===== config.mk =====
export PLATFORM = sky130hd
export DESIGN_NAME = id_fetch_queue_flat
export DESIGN_NICKNAME = d
export VERILOG_FILES = /design/src/rtl/id_fetch_queue_pkg.sv /design/src/rtl/id_fetch_queue_if.sv /design/src/rtl/id_fetch_queue_fq_ram.sv /design/src/rtl/id_fetch_queue.sv /design/src/flat_wrapper.sv
export SDC_FILE = /design/constraint.sdc
export NUM_CORES = 1
export LEC_CHECK = 0
export ABC_AREA = 1
export BUFFER_PORTS_ARGS = -buffer_cell sky130_fd_sc_hd__clkbuf_2
export CORE_MARGIN = 1.5
export CORE_UTILIZATION = 30
export CTS_CLUSTER_DIAMETER = 200
export CTS_CLUSTER_SIZE = 12
export DETAILED_ROUTE_END_ITERATION = 6
export GPL_TIMING_DRIVEN = 0
export SKIP_LAST_GASP = 1
export SYNTH_ARGS = -nofsm -noshare
export SYNTH_HDL_FRONTEND = slang
export SYNTH_HIERARCHICAL = 1
export SYNTH_SLANG_ARGS = --single-unit
export TNS_END_PERCENT = 1

===== constraint.sdc =====
create_clock -name clk -period 9.6 [get_ports clk]
set_clock_uncertainty 0.05 [all_clocks]
set_input_delay 0.96 -clock clk [delete_from_list [all_inputs] [get_ports clk]]
set_output_delay 0.96 -clock clk [all_outputs]
set_load 0.05 [all_outputs]

===== src/rtl/id_fetch_queue_pkg.sv =====
// Shared definitions for the IF->ID fetch queue: default widths and the
// width of the flattened {valid, pc, inst} bus handed to decode.
package id_fetch_queue_pkg;

  localparam int FQ_DEF_DEPTH  = 4;
  localparam int FQ_DEF_PC_W   = 32;
  localparam int FQ_DEF_INST_W = 32;

  function automatic int fq_to_id_wd(input int pc_w, input int inst_w);
    return pc_w + inst_w + 1;
  endfunction

  localparam int FQ_TO_ID_WD = fq_to_id_wd(FQ_DEF_PC_W, FQ_DEF_INST_W);

endpackage


===== src/rtl/id_fetch_queue_if.sv =====
// Fetch-side and decode-side handshake of the fetch queue.
// The slave modport is the queue itself; master is the surrounding pipeline.
interface id_fetch_queue_if
  import id_fetch_queue_pkg::*;
#(
  parameter int PC_W   = FQ_DEF_PC_W,
  parameter int INST_W = FQ_DEF_INST_W
) ();

  logic              flush;
  logic              req_valid;
  logic [PC_W-1:0]   req_pc;
  logic [INST_W-1:0] inst_sram_rdata;
  logic              stallreq;
  logic              out_ready;
  logic              out_valid;
  logic [PC_W-1:0]   out_pc;
  logic [INST_W-1:0] out_inst;

  modport master (
    output flush, req_valid, req_pc, inst_sram_rdata, out_ready,
    input  stallreq, out_valid, out_pc, out_inst
  );

  modport slave (
    input  flush, req_valid, req_pc, inst_sram_rdata, out_ready,
    output stallreq, out_valid, out_pc, out_inst
  );

endinterface


===== src/rtl/id_fetch_queue_fq_ram.sv =====
// Entry storage for the fetch queue: one synchronous write port and one
// asynchronous read port. Contents are deliberately left unreset.
module fq_ram
  import id_fetch_queue_pkg::*;
#(
  parameter int DEPTH = FQ_DEF_DEPTH,
  parameter int WIDTH = FQ_DEF_PC_W + FQ_DEF_INST_W
) (
  input  logic                     clk,
  input  logic                     we,
  input  logic [$clog2(DEPTH)-1:0] waddr,
  input  logic [WIDTH-1:0]         wdata,
  input  logic [$clog2(DEPTH)-1:0] raddr,
  output logic [WIDTH-1:0]         rdata
);

  logic [WIDTH-1:0] mem [DEPTH];

  always_ff @(posedge clk) begin
    if (we) mem[waddr] <= wdata;
  end

  assign rdata = mem[raddr];

endmodule


===== src/rtl/id_fetch_queue.sv =====
// Fetch queue between IF and ID: pairs each issued PC with the instruction
// returned one cycle later, buffers the pair, and presents it to decode.
module id_fetch_queue
  import id_fetch_queue_pkg::*;
#(
  parameter int DEPTH     = FQ_DEF_DEPTH,
  parameter int PC_W      = FQ_DEF_PC_W,
  parameter int INST_W    = FQ_DEF_INST_W,
  parameter int BYPASS    = 1,
  parameter int AFULL_LVL = DEPTH - 2
) (
  input  logic                   clk,
  input  logic                   rst,
  id_fetch_queue_if.slave        bus,
  output logic [$clog2(DEPTH):0] count
);

  localparam int AW    = $clog2(DEPTH);
  localparam int CNT_W = AW + 1;
  localparam int ENT_W = PC_W + INST_W;
  localparam int BUS_W = fq_to_id_wd(PC_W, INST_W);

  logic              pend_valid;
  logic [PC_W-1:0]   pend_pc;
  logic [AW-1:0]     wr_ptr;
  logic [AW-1:0]     rd_ptr;
  logic [CNT_W-1:0]  cnt;
  logic [ENT_W-1:0]  head_ent;
  logic [BUS_W-1:0]  fq_to_id;
  logic              q_empty;
  logic              q_full;
  logic              pair_valid;
  logic              bypass;
  logic              push;
  logic              pop;

  assign q_empty    = (cnt == '0);
  assign q_full     = (cnt == CNT_W'(DEPTH));
  assign pair_valid = pend_valid & ~bus.flush;
  assign bypass     = (BYPASS != 0) & q_empty & bus.out_ready & pair_valid;
  assign pop        = ~q_empty & bus.out_ready & ~bus.flush;
  // A full queue only takes the new pair if the head leaves in the same cycle.
  assign push       = pair_valid & ~bypass & (~q_full | pop);

  fq_ram #(
    .DEPTH (DEPTH),
    .WIDTH (ENT_W)
  ) u_fq_ram (
    .clk   (clk),
    .we    (push),
    .waddr (wr_ptr),
    .wdata ({pend_pc, bus.inst_sram_rdata}),
    .raddr (rd_ptr),
    .rdata (head_ent)
  );

  always_comb begin
    fq_to_id = '0;
    if (!bus.flush) begin
      if (!q_empty)    fq_to_id = {1'b1, head_ent};
      else if (bypass) fq_to_id = {1'b1, pend_pc, bus.inst_sram_rdata};
    end
  end

  assign bus.out_valid = fq_to_id[BUS_W-1];
  assign bus.out_pc    = fq_to_id[ENT_W-1 -: PC_W];
  assign bus.out_inst  = fq_to_id[INST_W-1:0];

  // Held high through reset so IF cannot issue into a queue that is clearing.
  assign bus.stallreq  = ~rst | ((cnt + CNT_W'(pend_valid)) >= CNT_W'(AFULL_LVL));
  assign count         = cnt;

  always_ff @(posedge clk or negedge rst) begin
    if (!rst) begin
      pend_valid <= 1'b0;
      pend_pc    <= '0;
      wr_ptr     <= '0;
      rd_ptr     <= '0;
      cnt        <= '0;
    end else if (bus.flush) begin
      pend_valid <= 1'b0;
      pend_pc    <= '0;
      wr_ptr     <= '0;
      rd_ptr     <= '0;
      cnt        <= '0;
    end else begin
      pend_valid <= bus.req_valid;
      if (bus.req_valid) pend_pc <= bus.req_pc;
      if (push) wr_ptr <= wr_ptr + AW'(1);
      if (pop)  rd_ptr <= rd_ptr + AW'(1);
      case ({push, pop})
        2'b10:   cnt <= cnt + CNT_W'(1);
        2'b01:   cnt <= cnt - CNT_W'(1);
        default: cnt <= cnt;
      endcase
    end
  end

endmodule


===== src/flat_wrapper.sv =====
// flat-port wrapper written by rule: the top's interface ports become plain ports
module id_fetch_queue_flat import id_fetch_queue_pkg::*;
#(
  parameter int DEPTH     = FQ_DEF_DEPTH,
  parameter int PC_W      = FQ_DEF_PC_W,
  parameter int INST_W    = FQ_DEF_INST_W,
  parameter int BYPASS    = 1,
  parameter int AFULL_LVL = DEPTH - 2
)
  (clk, rst, count, bus_flush, bus_req_valid, bus_req_pc, bus_inst_sram_rdata, bus_out_ready, bus_stallreq, bus_out_valid, bus_out_pc, bus_out_inst);
  id_fetch_queue_if #(.PC_W(PC_W), .INST_W(INST_W)) bus_i ();
  input  logic clk;
  input  logic rst;
  output logic [$clog2(DEPTH):0] count;
  input wire logic [$bits(bus_i.flush)-1:0] bus_flush;
  input wire logic [$bits(bus_i.req_valid)-1:0] bus_req_valid;
  input wire logic [$bits(bus_i.req_pc)-1:0] bus_req_pc;
  input wire logic [$bits(bus_i.inst_sram_rdata)-1:0] bus_inst_sram_rdata;
  input wire logic [$bits(bus_i.out_ready)-1:0] bus_out_ready;
  output wire logic [$bits(bus_i.stallreq)-1:0] bus_stallreq;
  output wire logic [$bits(bus_i.out_valid)-1:0] bus_out_valid;
  output wire logic [$bits(bus_i.out_pc)-1:0] bus_out_pc;
  output wire logic [$bits(bus_i.out_inst)-1:0] bus_out_inst;
  assign bus_i.flush = bus_flush;
  assign bus_i.req_valid = bus_req_valid;
  assign bus_i.req_pc = bus_req_pc;
  assign bus_i.inst_sram_rdata = bus_inst_sram_rdata;
  assign bus_i.out_ready = bus_out_ready;
  assign bus_stallreq = bus_i.stallreq;
  assign bus_out_valid = bus_i.out_valid;
  assign bus_out_pc = bus_i.out_pc;
  assign bus_out_inst = bus_i.out_inst;
  id_fetch_queue #(.DEPTH(DEPTH), .PC_W(PC_W), .INST_W(INST_W), .BYPASS(BYPASS), .AFULL_LVL(AFULL_LVL)) u_core (.clk(clk), .rst(rst), .bus(bus_i), .count(count));
endmodule

Word-level counts from Yosys, hierarchy flattened. Memories as Yosys holds them, arrays and structs flattened. Cells that the tools add are included.

Memories kept: 1. Register bits: 40. Output and inout port bits: 69. Bits in latches: 0. Memory bits (read-only): 0. RAM bits: 256.

Memory list: u_core.u_fq_ram.mem (depth 4, width 64, read ports 1, clocked after Yosys merged registers in 0, wr ports 1, line id_fetch_queue_fq_ram.sv:17) `logic [WIDTH-1:0] mem [DEPTH];`.

$add $sub $neg: 5. Mux-type cells: 14. $mul: 0. Bitwise logic cells: 14. Divide/modulo/power cells: 0. Equal/unequal tests: 3. Reduce and logical (&&, ||, !) cells: 5. Shift-type cells: 0. Magnitude comparators: 1.

Operators with widths (number): $mux 65 (3); $mux 32 (2); $mux 2 (4); $and 1x1->1 (7); $pmux 3 s2 (1); $reduce_bool 2->1 (3); $not 1->1 (5); $add 2x1->2 const B (2); $add 3x1->3 (1); $add 3x1->3 const B (1); $eq 3x3->1 const B (1); $ge 3x2->1 const B (1); $logic_not 3->1 (1); $mux 1 (3); $mux 3 (1); $reduce_bool 3->1 (1); $sub 3x1->3 const B (1); $eq 2x1->1 const B (1); $eq 2x2->1 const B (1); $or 1x1->1 (2).

Longest topological paths before layout.
Depth in word-level cells: 9. Gate-level depth with buffers: 11.

Cells and area by module. Netlist, hierarchy kept.

By module, submodules not included: fq_ram (instances 1, cells an instance 1010, area an instance 10761.6 µm²); id_fetch_queue (instances 1, cells an instance 389, area an instance 2845.2 µm²).

Worst setup path before layout. No wires, ideal clock.

Kind: input to register. From: in bus_flush. To: mem u_core/u_fq_ram/mem[1][0] (netlist name), enable pin. Buffers on the path: 1. Stages: 8. Arrival: 5.960 ns. Slack: 3.024 ns. Library setup time: 0.565 ns. Path through: buf_4 -> inv_2 -> nand3_1 -> nand3_1 -> nand2_1 -> inv_1 -> inv_1 -> nor3_1.

Cells in the longest elaborated chain, start to end: 8. Elaborated cells between the ends (all ways): 10. Classes of those cells: 2 x mux; 8 x bitwise.

Ends and longest elaborated chain: from (decl) (line flat_wrapper.sv:15) `input wire logic [$bits(bus_i.flush)-1:0] bus_flush;`; $not 1->1 (*) (line id_fetch_queue.sv:39, id_fetch_queue.sv:41); $and 1x1->1 (line id_fetch_queue.sv:39) `assign pair_valid = pend_valid & ~bus.flush;`; $and 1x1->1 (line id_fetch_queue.sv:40) `assign bypass = (BYPASS != 0) & q_empty & bus.out_ready & pair_valid;`; $not 1->1 (line id_fetch_queue.sv:43) `assign push = pair_valid & ~bypass & (~q_full | pop);`; $and 1x1->1 (line id_fetch_queue.sv:43); $and 1x1->1 (*) (line id_fetch_queue.sv:43); named net u_core.push (line id_fetch_queue.sv:34) `logic push;`; $mux 1 (*) (line id_fetch_queue_fq_ram.sv:20) `if (we) mem[waddr] <= wdata;`; $mux 1 (not written as such) (*) (line id_fetch_queue_fq_ram.sv:20); to (decl) (line id_fetch_queue_fq_ram.sv:17).

Mark *: on every way through the listed nets, which the timed path passes. The rest lies on a longest branch.

Worst setup path after layout.
From: reg u_core.rd_ptr[1]. To: out bus_out_inst[3].

Cells in the longest elaborated chain, start to end: 3.

Ends and longest elaborated chain: from (decl) (line id_fetch_queue.sv:26) `logic [AW-1:0] rd_ptr;`; from (signal assigned) (line id_fetch_queue.sv:90) `if (pop) rd_ptr <= rd_ptr + AW'(1);`; $mem_v2 4x64; named net u_core.head_ent[3] (line id_fetch_queue.sv:28) `logic [ENT_W-1:0] head_ent;`; $mux 65 (line id_fetch_queue.sv:60) `if (!q_empty) fq_to_id = {1'b1, head_ent};`; $mux 65 (line id_fetch_queue.sv:59) `if (!bus.flush) begin`; to (decl) (line flat_wrapper.sv:23) `output wire logic [$bits(bus_i.out_inst)-1:0] bus_out_inst;`.

The timed path passes the listed nets, and every way through them passes these cells.

==> flow_summary.yaml <==
setup_path:
  arrival_ps: 2610
  cp_cell_sequence: "inv_2 -> clkbuf_1 -> nand3_1 -> nand2_1 -> nand3_1 -> o21ai_0 -> clkbuf_2"
  path_max_fanout: 10
  cpMaxStageDelayCell: "clkbuf_1"
  cp_top_family: "buffers and inverters"
  crit_type: "reg -> out"
  crit_top_cell: "nand3_1"
  cp-end-kind: "output port"
  cp-start-kind: "flip-flop"
  worstPathRequired_ps: 8590
  cp_num_buf_inv: 3
  critPathMaxStageDelay_ps: 500
floorplan:
  rows: 77
  die_h_um: 216
  io_pins: 138
  core_um2: 44500
  fp.dieW_um: 216
  initial_core_util: 0.306
  dieArea_um2: 46600
clock_tree:
  insertion_delay_ps: 550
  cts_resized: 0
  cts_tree: "built"
  path_clk_slew_ps: 60
  ctsHoldBuffers: 0
  postCtsSetupBuffers: 0
  cts_inserted_buffers: 28
  clockRootBuffer: "clkbuf_16"
  clock-sinks: 296
  htreeDepth: 1
  clock_path_buffers: 3
global_routing:
  grt_use_met2: 0.262
  grt_pass1_vias: 9438
  grt_start_max_net_pins: 42
  grtUsageMet3: 0.0226
  antenna_found_initial: 2
  grt_usage: 0.151
  overflow: 0
  grt-busiest-layer: "met2"
  grt_pass1_wl_mm: 54.2
  grt_use_met1: 0.199
power:
  ir_worst_vdd_v: 0.000136
  power_density_nw_per_um2: 226
  p_leak_nw: 7.52
synthesis:
  synth_seq_cells: 296
  synth_top_family_by_area: "simple AND/OR/NAND/NOR gates"
  synth_fa_ha_area_frac: 0.00239
  yosys_warnings: 6
  synth.cell_area_um2: 13600
  yosysUniqueCellTypes: 26
  yosys.area_share.simple: 0.184
  yosysSeqAreaShare: 0.639
  syn_inst: 1399
  synth_area_per_cell_um2: 9.73
  synth_compound_area_frac: 0.0499
  synthMuxAreaShare: 0
  synth_fp_nets: 1470
  synth_xor_xnor_area_share: 0.00193
placement:
  placed_area_um2: 15400
  port_buffers: 136
  hpwl_mm: 24.7
  routabilityCongestion: 0.755
routing:
  ant_nets: 0
  firstDrtPassIters: 5
  vias: 9674
  routed_wl_mm: 35.6
  drt_iter0_markers: 663
  post_drt_wl_per_cell_um: 16.1
  viasPerCell: 4.37
  drc_errors: 0
final_layout:
  drive_above_1_share: 0.195
  multi_input_area_um2: 3270
  area_growth_pct: 19.5
  stdcell_area_um2: 16300
  final_core_util: 0.365
  final_common_cell: "nand2_1"
  fin_nets: 1668
  ff_latch_area_um2: 8690
  fill_cells: 4448
  most-common-layout-cells: "nand2_1, inv_1, edfxtp_1, nand3_1, clkbuf_2"
timing:
  worst_pin_slew_ps: 681
  final.period_utilization: 0.377
  hold_viol_final: 0
  fmax_mhz: 276
  setup_viol: 0
  drv_slew: 0
  relSlewSlack: 0.544
  rsz0062_at_grt: "no"
  fin_crit_ps: 3620
outcome:
  status: "complete, no violations"
min_path:
  hold_class: "in -> async"
flow_run:
  maxCapViolations: 0
path summary, 6_finish.rpt:
kind	depth (start not counted)	endpoint	slack [ps]	startpoint
worst max-delay path	7	bus_out_inst[3]	5980	u_core/rd_ptr[1]
worst min-delay path	1	u_core/pend_pc[12]	250	rst
min in group clk	0	u_core/u_fq_ram/mem[3][34]	460	u_core/pend_pc[2]
max in group asynchronous	2	u_core/rd_ptr[0]	8740	rst
worst max register to register	12	u_core/u_fq_ram/mem[2][30]	6820	u_core/count[0]
worst min register to register	0	u_core/u_fq_ram/mem[3][34]	460	u_core/pend_pc[2]
power by group:
part	leakage [nW]	internal [mW]	switching [mW]	total, mW
clock	0.397	0.589	0.454	1.04
sequential	2.87	1.44	0.0285	1.47
combinational	4.25	0.295	0.876	1.17
total	7.52	2.32	1.36	3.68
layout make-up:
cell class,instances,area share
multi-input cells,697,0.201
plain buffers,69,0.0249
clock buffers,51,0.0497
repair buffers,168,0.0646
well taps,592,0.0456
inverters,337,0.0778
clock inverters,1,0.00185
flip-flops and latches,296,0.534
diodes,1,0.000154
per-layer routing:
layer	routed length (um)	vias to the layer above	share of wire
met5	17	-	0.00048
met4	608	2	0.017
met3	1830	47	0.051
met2	17400	250	0.49
met1	15700	4560	0.44
li1	-	4815	-
sequential cells by signal (all words and copies together) (netlist names):
signal and cells:
u_core/wr_ptr 2, u_core/rd_ptr 2, u_core/pend_pc 32, u_core/u_fq_ram/mem 256
u_core/count 3, u_core/pend_valid 1
synth_stat cells (all sizes together):
cell / count / area [um2]
a21oi: 1 / 5.00
buf: 56 / 357
clkbuf: 13 / 48.8
dfrtp: 40 / 1000
edfxtp: 256 / 7690
fa: 1 / 20.0
ha: 1 / 12.5
inv: 337 / 1260
nand2: 371 / 1400
nand3: 205 / 1030
nand4: 1 / 6.26
nor2: 12 / 57.6
nor3: 4 / 20.0
o21ai: 98 / 674
xnor2: 1 / 8.76
xor2: 2 / 17.5
through the flow:
stage	setup WS, ps	total power, mW	hold WS, ps	TNS [ps]	cells
2_1_floorplan	3020	2.32	426	0	1399
3_5_place_dp	5990	2.68	454	0	2158
5_1_grt	5860	3.87	252	0	2212
3_3_place_gp	-1260	2.66	437	-312490	2127
4_1_cts	5990	3.73	469	0	2210
6_report	5980	3.68	252	0	2212
kinds of logic after synthesis:
logic type                 count (synthesis)
DFF                                      296
and+or+nand+nor                          593
adders and majority gates                  2
xor gates and xnor gates                   3
AOI/OAI and AO/OA                         99
buffers and inverters                    406
Power figures use the tool's default switching activity.
